`src/rtl/uart_irq_sched.sv`:
```
// UART interrupt scheduler: latches per-source events, picks the highest
// priority pending source and holds the interrupt line until software
// acknowledges it, then waits a programmable holdoff before re-raising.
module uart_irq_sched #(
  parameter int NUM_SRC = 4,
  parameter int HOLD_W  = 8
) (
  input  logic               clk_i,
  input  logic               rst_n_i,
  input  logic [NUM_SRC-1:0] en_i,
  input  logic [NUM_SRC-1:0] src_i,
  input  logic [HOLD_W-1:0]  holdoff_i,
  input  logic               ack_i,
  output logic               irq_o,
  output logic [1:0]         id_o,
  output logic [NUM_SRC-1:0] pend_o,
  output logic [NUM_SRC-1:0] ovf_o
);

  typedef enum logic [1:0] {
    IDLE,
    ASSERT,
    HOLD
  } state_t;

  state_t              state_q;
  logic                irq_q;
  logic [1:0]          id_q;
  logic [HOLD_W-1:0]   cnt_q;
  logic [NUM_SRC-1:0]  src_q;
  logic [NUM_SRC-1:0]  pend_q, pend_d;
  logic [NUM_SRC-1:0]  ovf_q, ovf_d;
  logic [NUM_SRC-1:0]  rise;
  logic [NUM_SRC-1:0]  setVec;
  logic [NUM_SRC-1:0]  clrVec;
  logic [NUM_SRC-1:0]  ackMask;
  logic                ackHit;
  logic [1:0]          prioId;

  // Event detection and pending/overflow next-state; a set in the same
  // cycle as a clear keeps the pending bit but starts overflow fresh.
  always_comb begin
    rise    = src_i & ~src_q;
    setVec  = rise & en_i;
    ackHit  = (state_q == ASSERT) && ack_i;
    ackMask = ackHit ? (NUM_SRC'(1) << id_q) : '0;
    clrVec  = ackMask | ~en_i;
    pend_d  = setVec | (pend_q & ~clrVec);
    ovf_d   = (ovf_q | (setVec & pend_q)) & ~clrVec;
  end

  // Fixed priority encoder: lowest index wins.
  always_comb begin
    prioId = 2'd3;
    casez (pend_q)
      4'b???1: prioId = 2'd0;
      4'b??10: prioId = 2'd1;
      4'b?100: prioId = 2'd2;
      default: prioId = 2'd3;
    endcase
  end

  // Source history and sticky pending/overflow registers.
  always_ff @(posedge clk_i or negedge rst_n_i) begin
    if (!rst_n_i) begin
      src_q  <= '0;
      pend_q <= '0;
      ovf_q  <= '0;
    end else begin
      src_q  <= src_i;
      pend_q <= pend_d;
      ovf_q  <= ovf_d;
    end
  end

  // Serving FSM with registered irq/id; the served id stays frozen while asserted.
  always_ff @(posedge clk_i or negedge rst_n_i) begin
    if (!rst_n_i) begin
      state_q <= IDLE;
      irq_q   <= 1'b0;
      id_q    <= 2'd0;
      cnt_q   <= '0;
    end else begin
      case (state_q)
        IDLE: begin
          if (pend_q != '0) begin
            id_q    <= prioId;
            irq_q   <= 1'b1;
            state_q <= ASSERT;
          end
        end
        ASSERT: begin
          if (ack_i) begin
            irq_q <= 1'b0;
            if (holdoff_i == '0) begin
              state_q <= IDLE;
            end else begin
              cnt_q   <= holdoff_i;
              state_q <= HOLD;
            end
          end else if (!en_i[id_q]) begin
            irq_q   <= 1'b0;
            state_q <= IDLE;
          end
        end
        HOLD: begin
          irq_q <= 1'b0;
          if (cnt_q == HOLD_W'(1)) begin
            state_q <= IDLE;
          end else begin
            cnt_q <= cnt_q - HOLD_W'(1);
          end
        end
        default: begin
          irq_q   <= 1'b0;
          state_q <= IDLE;
        end
      endcase
    end
  end

  assign irq_o  = irq_q;
  assign id_o   = id_q;
  assign pend_o = pend_q;
  assign ovf_o  = ovf_q;

endmodule

```
`config.mk`:
```
export PLATFORM = sky130hd
export DESIGN_NAME = uart_irq_sched
export DESIGN_NICKNAME = d
export VERILOG_FILES = /design/src/rtl/uart_irq_sched.sv
export SDC_FILE = /design/constraint.sdc
export NUM_CORES = 1
export LEC_CHECK = 0
export ABC_CLOCK_PERIOD_IN_PS = 2510
export CAP_MARGIN = 20
export CORE_MARGIN = 2
export CORE_UTILIZATION = 45
export CTS_CLUSTER_SIZE = 25
export DETAILED_ROUTE_END_ITERATION = 10
export PLACE_DENSITY = 0.74
export SYNTH_ARGS = -nofsm -noshare
export SYNTH_HDL_FRONTEND = slang
export SYNTH_SLANG_ARGS = --single-unit
```
`constraint.sdc`:
```
create_clock -name clk_i -period 2.51 [get_ports clk_i]
set_clock_uncertainty 0.15 [all_clocks]
set_input_delay 0.502 -clock clk_i [delete_from_list [all_inputs] [get_ports clk_i]]
set_output_delay 0.502 -clock clk_i [all_outputs]
set_load 0.02 [all_outputs]
```
Word level (Yosys, flattened, before mapping)
Index checks and enable logic that the tools add are counted.
W data, S select, Z words.
{"block": "totals", "regBits": 25, "input_bits": 19, "out_inout_bits": 11, "elab_cells": 59}
{"block": "op_classes", "n_addsub": 1, "magnitude_cmp": 1, "eq_ne": 11, "shifts": 1, "muxes": 18, "bitwise_logic": 11, "reduce_logical": 9}
{"op": "$mux W8", "count": 3}
{"op": "$and A4 B4 Y4", "count": 5}
{"op": "$pmux W8 S2", "count": 1}
{"op": "$not A4 Y4", "count": 3}
{"op": "$or A4 B4 Y4", "count": 3}
{"op": "$pmux W2 S3", "count": 2}
{"op": "$mux W2", "count": 5}
{"op": "$ne A2 B2 Y1 const B", "count": 5}
{"op": "$eq A8 B1 Y1 const B", "count": 1}
{"op": "$logic_not A8 Y1", "count": 1}
{"op": "$sub A8 B1 Y8 const B", "count": 1}
{"op": "$eq A2 B2 Y1 const B", "count": 2}
{"op": "$mux W1", "count": 4}
{"op": "$mux W4", "count": 1}
{"op": "$reduce_and A2 Y1", "count": 2}
{"op": "$reduce_and A4 Y1", "count": 1}
{"op": "$reduce_bool A4 Y1", "count": 1}
{"op": "$shl A1 B2 Y4 const A", "count": 1}
{"op": "$eq A3 B3 Y1 const B", "count": 1}
{"op": "$lt A2 B3 Y1 const B", "count": 1}
{"op": "$ne A3 B3 Y1 const B", "count": 1}
{"op": "$reduce_and A3 Y1", "count": 1}
{"op": "$bmux W1 S2", "count": 1}
{"op": "$eq A2 B1 Y1 const B", "count": 1}
{"op": "other kinds (4)", "count": 4}

Logic depth before layout (Yosys ltp)
Gate-level depths: netlist (run 1).
{"block": "logic_depth", "depth_word": 7, "mapped_depth": 7}

Worst setup path after synthesis (run 1)
OpenSTA, ideal clock, no wires.
{"block": "synth_timing", "path_type": "register to register", "from": "register cnt_q[1]", "to": "register cnt_q[1]", "setup_ps": 79, "t_arrival_ps": 1602, "setup_slack_ps": 679, "stages_incl_launch_ff": 8, "n_path_buf": 0, "period_less_slack_ps": 1831, "path_cell_list": "dfrtp_1 -> inv_1 -> ha_1 -> nor4b_1 -> a21oi_1 -> nor2_2 -> inv_1 -> mux2i_1"}
{"block": "synth_via", "elab_chain_len": 3}
{"element": "from (decl)", "line_no": "29", "rtl": "logic [HOLD_W-1:0] cnt_q;"}
{"element": "from (signal assigned)", "line_no": "98", "rtl": "cnt_q <= holdoff_i;"}
{"element": "from (signal assigned)", "line_no": "111", "rtl": "cnt_q <= cnt_q - HOLD_W'(1);"}
{"element": "$sub A8 B1 Y8 / $eq A8 B1 Y1 (equally long branches)", "line_no": "111, 108"}
{"element": "$mux W8 / $ne A2 B2 Y1 (equally long branches)"}
{"element": "$pmux W8 S2 / $reduce_and A4 Y1 (equally long branches)"}
Several ways; a longest one is shown, not always the timed one. The select of a mux whose other input is x is not followed.
A chain may end at the register's enable or synchronous reset.

Worst setup path after layout (run 1)
Ends and elaborated chain as after synthesis.

==> results of run 1 <==
==> power breakdown <==
group	switching (mW)	internal, mW
clock	0.111	0.0619
sequential	0.152	0.516
combinational	0.340	0.335
==> cells in the mapped netlist (all sizes together) (2+ instances only) <==
library cell / n / share of area (%)
dfrtp: 25 / 50
nor2: 13 / 4.1
a21oi: 10 / 4.0
inv: 10 / 3.0
nand2: 8 / 2.4
o22ai: 8 / 4.0
o2bb2ai: 4 / 2.8
a22oi: 3 / 1.8
nand2b: 3 / 1.5
nor3: 3 / 1.2
nor3b: 3 / 1.8
nor4: 3 / 1.5
o31ai: 3 / 2.2
a22o: 2 / 1.4
clkbuf: 2 / 0.60
ha: 2 / 2.0
o21ai: 2 / 0.80
==> sequential cells by signal, indices dropped and copies added, names as in the netlist <==
register  cells
ovf_o         4
pend_o        4
irq_o         1
cnt_q         8
id_o          2
src_q         4
state_q       2
==> kinds of logic after synthesis <==
| logic type | Yosys count |
|---|---|
| buffers and inverters | 13 |
| adders and majority gates | 2 |
| AOI/OAI and AO/OA | 40 |
| and+or+nand+nor | 41 |
| muxes | 3 |
| DFF | 25 |
==> worst max-delay path, cell delays in order (launching register included) <==
cell     delay (ns)
dfrtp_1        0.45
inv_1          0.11
ha_1           0.18
nor4b_1        0.15
a21oi_1        0.61
nor2_2         0.13
inv_1          0.19
mux2i_1        0.19
==> metal layers <==
layer	wire length (um)	track usage [%]	vias to the layer above
met5	0	0	-
met4	32	8.503	0
li1	-	-	527
met3	198	4.147	4
met2	1413	32.06	44
met1	1154	23.20	513
==> final timing paths <==
path / slack [ns] / start / cells past startpoint / end
max reg2reg: 0.27 / cnt_q[1] / 7 / cnt_q[1]
max: 0.27 / cnt_q[1] / 7 / cnt_q[1]
min reg2reg: 0.31 / src_q[2] / 1 / pend_o[2]
max in group asynchronous: 1.58 / rst_n_i / 2 / ovf_o[1]
min: 0.31 / src_q[2] / 1 / pend_o[2]
min in group asynchronous: 0.39 / rst_n_i / 2 / pend_o[2]
==> cell type report <==
cell class | count | area [um2]
tap | 31 | 38.79
sequential | 25 | 625.6
timing repair buffer | 32 | 312.8
multi-input combinational | 86 | 569.3
clock buffer | 4 | 26.28
inverter | 10 | 37.54
fill | 227 | 1076
==> results.cfg, run 1 <==
[sta]
timing.final.crit_share_pct = 89.25
worst_pin_slew_ns = 0.7431
fin_crit_ns = 2.240
setup_violations = 0
hold_viol = 0
setup_tns_ns = 0
maxSlewHeadroom_pct = 50.46
setup_slack_ns = 0.2699
rsz0062_at_grt = no
fin_hold_ws_ns = 0.3115
slew_viol_final = 0
max_freq_ghz = 0.4464

[worst_setup_path]
critPathLaunchType = flip-flop
cp-end-kind = flip-flop
criticalPathCategory = flip-flop to flip-flop
critPathMaxFanout = 9
critical_path_required_ns = 2.60
arrival_ns = 2.33

[floorplanning]
dieArea_mm2 = 0.003203
die_y_um = 56.60
coreArea_mm2 = 0.002686
ios = 30
row_count = 19
die_w_um = 56.60
start_util_pct = 46.34

[logic_synthesis]
synth_compound_area_share_pct = 22.41
syn-num-nets = 145
synthMuxAreaShare_pct = 3.518
ys_ff_latch = 25
yosysSeqAreaShare_pct = 50.25
synth_xor_area_share_pct = 0
synthFlopType = dfrtp_1
synth_top_family_by_area = compound AO/OA/AOI/OAI gates
synth_area_mm2 = 0.001245
synth_cell_type_count = 39
syn-instance-count = 124
yosys_warnings = 0
yosys.area_share.simple_pct = 17.79
synth_edf_count = 0
synth.avg_cell_area_um2 = 10.04
synthAdderAreaFrac_pct = 2.010
async_reset_ff_share_pct = 100.0

[power_and_ir_drop]
finalPower_mw = 1.516
p_leak_nw = 0.6882
power.density_mw_per_mm2 = 941.2
irDropWorstVdd_mv = 0.6400

[clock_tree]
postCtsSetupBuffers = 0
clk_pin_slew_worst_paths_ns = 0.13
cts_buffers = 3
ctsResizeCount = 0
cts.htree.levels = 1
clk_latency_ns = 0.31
tritoncts = built
root_buffer = clkbuf_4
cts_hold_buf = 0
clock_path_buffers = 2
clock_sinks = 25

[final_layout]
num_antenna_cells = 0
final_common_cell = clkdlybuf4s50_1
final_cell_mix = clkdlybuf4s50_1 (29), dfrtp_1 (25), nor2_1 (12), inv_1 (10), a21oi_1 (10)
final_cells = 188
design_area_mm2 = 0.001610
fin_util_pct = 59.94
fin_nets = 179
areaGrowthSynthToFinish_pct = 29.35
drive_gt1_share_pct = 8.917

[hold_path]
hold_class = flip-flop to flip-flop

[global_routing]
grt_max_degree = 26
grt_pass1_wl_um = 4754
antenna_found_initial = 0
grtUsageTotal_pct = 19.04
overflow = 0
grt_pass1_vias = 1065

[detailed_routing]
drc = 0
wl_per_cell_um = 14.89
drtIter0Drc = 49
num_vias = 1088
via_per_inst = 5.787
ant_nets = 0
dr.pass1.iters = 4
routed_wl_um = 2799

[placed_design]
place.gp.congestion = 0.9136
dpl.cell_count = 184
place_area_mm2 = 0.001584
dpl.hpwl_um = 2174
post-place-ws_ns = 0.1831
io_buffers = 29

[run_status]
status = finished, final reports clean

[flow_run]
drv_cap = 0
Power figures use the tool's default switching activity.
==> run 2, diff against run 1 <==
--- a/config.mk
+++ b/config.mk
@@ -7,6 +7,7 @@
 export LEC_CHECK = 0
 export ABC_CLOCK_PERIOD_IN_PS = 2510
 export CAP_MARGIN = 20
+export CORE_ASPECT_RATIO = 1.75
 export CORE_MARGIN = 2
 export CORE_UTILIZATION = 45
 export CTS_CLUSTER_SIZE = 25
==> run 2 against run 1 <==
Final cell count decreased by 1.6%. Global-route usage increased by 1.9 points. Utilization increased by 1.4 points. Design area increased by 1.3%. Non-clock buffer count increased by 1. Sequential share of layout area decreased by 0.51 points. Wire length increased by 5.3%. Sequential power increased by 1%. Flip-flop and latch count unchanged. Critical path type is now input pin to flip-flop. Highest routed layer unchanged.
==> results.cfg, run 2 (same netlist as run 1, synthesis figures left out) <==
[run_status]
status = finished, final reports clean

[final_layout]
fillers = 236
regMostFlops = cnt_q
largest_reg_flops = 8
num_antenna_cells = 0
drive_gt1_share_pct = 9.494
areaGrowthSynthToFinish_pct = 31.05
final_cell_mix = clkdlybuf4s50_1 (29), dfrtp_1 (25), nor2_1 (12), inv_1 (10), a21oi_1 (10)
final_common_cell = clkdlybuf4s50_1
fin_nets = 180

[sta]
hold_viol = 0
setup_violations = 0
maxSlewHeadroom_pct = 49.69
setup_tns_ns = 0
slew_viol_final = 0
max_freq_ghz = 0.4879
fin_crit_ns = 2.050
rsz0062_at_grt = no
setup_slack_ns = 0.4603
timing.final.crit_share_pct = 81.66
worst_pin_slew_ns = 0.7449

[placed_design]
post-place-ws_ns = 0.1604
place.gp.congestion = 0.8597
dpl.hpwl_um = 2392
io_buffers = 29

[detailed_routing]
num_vias = 1127
dr.pass1.iters = 4
drc = 0
wl_per_cell_um = 15.94
drtIter0Drc = 23
routed_wl_um = 2948
via_per_inst = 6.092
route.met2.wl_um = 1601
wl_met1_um = 982
ant_nets = 0
wl_met3_um = 182
top_layer = met4

[power_and_ir_drop]
p_clk_share_pct = 14.3
pwr-share-comb_pct = 43.5
p_int_uw = 975.2
irDropWorstVdd_mv = 0.5745
p_leak_nw = 0.7011
power.density_mw_per_mm2 = 981.5
switching_share_pct = 39.10
power_switching_uw = 626.1
p_seq_share_pct = 42.2

[floorplanning]
row_count = 25
die_w_um = 43.76
start_util_pct = 46.82
die_y_um = 73.58
coreArea_mm2 = 0.002659
ios = 30
dieArea_mm2 = 0.003220

[worst_setup_path]
critPathLaunchType = input pin
cp-end-kind = flip-flop
critical_path_required_ns = 2.52
r2r_start = cnt_q[1]
worstRegToRegCells = 8
critPathLaunch = holdoff_i[1]
r2r-end = cnt_q[0]
criticalPathCategory = input pin to flip-flop
arrival_ns = 2.06
critPathMaxFanout = 8
rrSetupSlack_ns = 0.47

[hold_path]
holdPathStages = 1
hold_class = flip-flop to flip-flop
hp-start = src_q[2]
min_to = pend_o[2]

[global_routing]
grt_pass1_vias = 1187
antenna_found_initial = 0
grtUsageTotal_pct = 20.97
overflow = 0
grt_max_degree = 26
grt_pass1_wl_um = 5009

[clock_tree]
tritoncts = built
root_buffer = clkbuf_8
clock_sinks = 25
clk_pin_slew_worst_paths_ns = 0.08
clk_latency_ns = 0.26
postCtsSetupBuffers = 0
ctsResizeCount = 0
cts_hold_buf = 0
clock_path_buffers = 2
cts_buffers = 3
cts.htree.levels = 1

[flow_run]
drv_cap = 0
-- run 2: power by group through the flow --
stage / Combinational, mW / Sequential (mW) / Clock, mW
floorplan: 0.456 / 0.662 / 0
global placement: 0.678 / 0.674 / 0
detailed placement: 0.699 / 0.679 / 0
CTS: 0.701 / 0.672 / 0.234
global route: 0.763 / 0.696 / 0.255
finish: 0.697 / 0.676 / 0.229
-- run 2: stage by stage --
step | instance area [um2] | hold WS [ns] | utilization [%] | total power [mW] | cells
floorplan | 1245 | 0.05641 | - | 1.118 | 124
finish | 1632 | 0.3063 | 61.36 | 1.601 | 185
global route | 1632 | 0.3335 | 61.36 | 1.714 | 185
global placement | 1587 | 0.2787 | 59.67 | 1.351 | 181
CTS | 1632 | 0.3082 | 61.36 | 1.607 | 185
detailed placement | 1587 | 0.2960 | 59.67 | 1.378 | 181
-- run 2: area by class of cell --
| class | count | area [um2] | area share, % |
|---|---|---|---|
| Sequential cell | 25 | 625.6 | 38.34 |
| Clock buffer | 4 | 45.04 | 2.761 |
| Multi-Input combinational cell | 86 | 569.3 | 34.89 |
| Timing Repair Buffer | 33 | 320.3 | 19.63 |
| Tap cell | 27 | 33.78 | 2.071 |
| Inverter | 10 | 37.54 | 2.301 |
-- run 2: worst max path at each step --
stage | to | cells past startpoint | slack (ns)
final | cnt_q[0] | 7 | 0.46
after global routing | cnt_q[0] | 8 | 0.29
after CTS | cnt_q[0] | 8 | 0.44
after detailed placement | cnt_q[0] | 7 | 0.16
after global placement | cnt_q[0] | 7 | 0.19
after floorplan | cnt_q[1] | 7 | 0.68
-- run 2: routing by layer --
metal  GRT usage (%)  vias up
li1                -      528
met1           20.41      530
met2           36.93       51
met3           3.194       18
met4           17.51        0
met5               0        -
-- run 2: worst max-delay path: stages --
cell	delay, ns
clkdlybuf4s50_1	0.42
nor4_1	0.30
a21oi_1	0.11
buf_4	0.17
nor2_2	0.20
inv_1	0.14
o211a_1	0.23
==> run 3, diff against run 2 <==
==> config.mk (replaced) <==
export PLATFORM = sky130hd
export DESIGN_NAME = uart_irq_sched
export DESIGN_NICKNAME = d
export VERILOG_FILES = /design/src/rtl/uart_irq_sched.sv
export SDC_FILE = /design/constraint.sdc
export NUM_CORES = 1
export LEC_CHECK = 0
export ABC_CLOCK_PERIOD_IN_PS = 1700
export CAP_MARGIN = 20
export CORE_ASPECT_RATIO = 1.75
export CORE_MARGIN = 2
export CORE_UTILIZATION = 44
export CTS_CLUSTER_SIZE = 25
export DETAILED_ROUTE_END_ITERATION = 10
export PLACE_DENSITY = 0.75
export SYNTH_ARGS = -nofsm -noshare
export SYNTH_HDL_FRONTEND = slang
export SYNTH_SLANG_ARGS = --single-unit
==> constraint.sdc (replaced) <==
create_clock -name clk_i -period 1.7 [get_ports clk_i]
set_clock_uncertainty 0.15 [all_clocks]
set_input_delay 0.34 -clock clk_i [delete_from_list [all_inputs] [get_ports clk_i]]
set_output_delay 0.34 -clock clk_i [all_outputs]
set_load 0.02 [all_outputs]
==> run 3 against run 2 <==
The run now ends with negative setup slack left. Count of clock-buffer cells in the layout unchanged. Wire length rose by 6.5%. Critical path depth decreased by 3. Global-route usage increased by 0.40 points. Die area rose by 2.1%. First-iteration DRC count grew 48%. Critical path type is now flip-flop to flip-flop. Critical endpoint is now cnt_q[5]. Largest cell class is now multi-input combinational cells. Largest power group unchanged.
==> results.cfg, run 3 (same netlist as run 1, synthesis figures left out) <==
[clock_tree]
clock_sinks = 25
root_buffer = clkbuf_8
clk_latency_ns = 0.26
clk_pin_slew_worst_paths_ns = 0.08
cts.htree.levels = 1
clock_path_buffers = 2
tritoncts = built
cts_buffers = 3

[worst_setup_path]
rrSetupSlack_ns = -0.12
critPathLaunch = cnt_q[4]
path_cells = or3_4, or4_4, o21ai_1, a22o_1
r2r_start = cnt_q[4]
critPathMaxFanout = 4
worstRegToRegCells = 4
criticalPathCategory = flip-flop to flip-flop
cp-end-kind = flip-flop
critical_path_required_ns = 1.75
slowest_delay_ns = 0.46
arrival_ns = 1.87
crit_slowest_cell = or4_4
r2r-end = cnt_q[5]
crit_end = cnt_q[5]
critPathLaunchType = flip-flop

[sta]
hold_viol = 0
fin_hold_ws_ns = 0.2859
setup_slack_ns = -0.1244
fin_crit_ns = 1.824
setup_violations = 4
rsz0062_at_grt = yes
maxSlewHeadroom_pct = 70.78
timing.final.crit_share_pct = 107.3
worst_pin_slew_ns = 0.4327
slew_viol_final = 0
max_freq_ghz = 0.5481

[placed_design]
io_buffers = 29
post-place-ws_ns = -0.5083
dpl.hpwl_um = 2447
place.gp.congestion = 0.8242

[detailed_routing]
drc = 0
wl_per_cell_um = 15.54
dr.pass1.iters = 4
num_vias = 1189
ant_nets = 0
via_per_inst = 5.886
routed_wl_um = 3139
drtIter0Drc = 34

[final_layout]
final_common_cell = dfrtp_1
largest_reg_flops = 8
multi_input_area_um2 = 635.6
num_antenna_cells = 0
regArea_um2 = 625.6
regMostFlops = cnt_q
drive_gt1_share_pct = 23.43
final_cell_mix = dfrtp_1 (25), buf_4 (21), clkdlybuf4s50_1 (14), nor2_1 (12), dlygate4sd2_1 (12)
fillers = 234
areaGrowthSynthToFinish_pct = 46.03
fin_nets = 197

[floorplanning]
start_util_pct = 46.28
die_w_um = 44.21
dieArea_mm2 = 0.003288
die_y_um = 74.37
coreArea_mm2 = 0.002690
row_count = 25
ios = 30

[power_and_ir_drop]
p_leak_nw = 0.8629
irDropWorstVdd_mv = 0.9760
power.density_mw_per_mm2 = 1438

[global_routing]
grt_pass1_wl_um = 5299
grt_pass1_vias = 1234
antenna_found_initial = 0
grtUsageTotal_pct = 21.38
grt_max_degree = 26
overflow = 0

[hold_path]
hold_class = input pin to asynchronous set/reset pin

[run_status]
violations = negative setup slack
status = finished, violations left

[flow_run]
drv_cap = 0
## run 3: cell types whose count changed in the layout (fill, tap and decap cells not counted), sizes merged
cell,previous run,this run
buf,4,21
dlygate4sd2,0,12
clkdlybuf4s50,29,14
dlymetal6s2s,0,3
## run 3: layout make-up
class | count | area share (%)
inverter | 10 | 2.065
clock buffer | 4 | 2.478
tap | 27 | 1.858
timing repair buffer | 50 | 24.23
sequential | 25 | 34.41
multi-input combinational | 86 | 34.96
## run 3: layer usage
layer | global-route usage [%] | part of all wire [%]
met4 | 8.754 | 2.3
met2 | 40.52 | 56
met3 | 2.427 | 5.8
met1 | 23.13 | 36
met5 | 0 | 0
## run 3: worst min-delay path by stage
stage                         from          to  cells past startpoint
after floorplan            rst_n_i    cnt_q[0]                      0
after global placement    src_q[2]   pend_o[2]                      1
after detailed placement  src_q[2]   pend_o[2]                      1
after CTS                  rst_n_i  state_q[0]                      2
after global routing       rst_n_i    ovf_o[0]                      2
final                      rst_n_i    src_q[0]                      2
## run 3: what timing repair did
item,in CTS,in global routing
cloned,0,0
pin swaps,3,0
setup endpoints to repair,18,9
hold buffers,0,0
gates resized for setup,16,9
setup buffers,2,0
## run 3: power by group
part,switching (mW),internal (mW)
combinational,0.684,0.667
sequential,0.163,0.763
clock,0.171,0.167
total,1.02,1.60
## run 3: critical path: cells and delay by family (launching register included)
family	cells	cell delay, ns
and+or+nand+nor	2	0.88
DFF	1	0.40
AOI/OAI and AO/OA	2	0.34
## run 3: metrics by stage
step                      cell area [um2]  utilization [%]  cells  power [mW]   TNS, ns
final                                1818            67.58    202       2.615   -0.2512
after global routing                 1818            67.58    202       2.801   -0.6751
after CTS                            1770            65.81    202       2.573   -0.2010
after detailed placement             1709            63.53    196       2.246    -4.184
after global placement               1709            63.53    196       2.199    -3.725
after floorplan                      1255                -    124       1.672  -0.03329
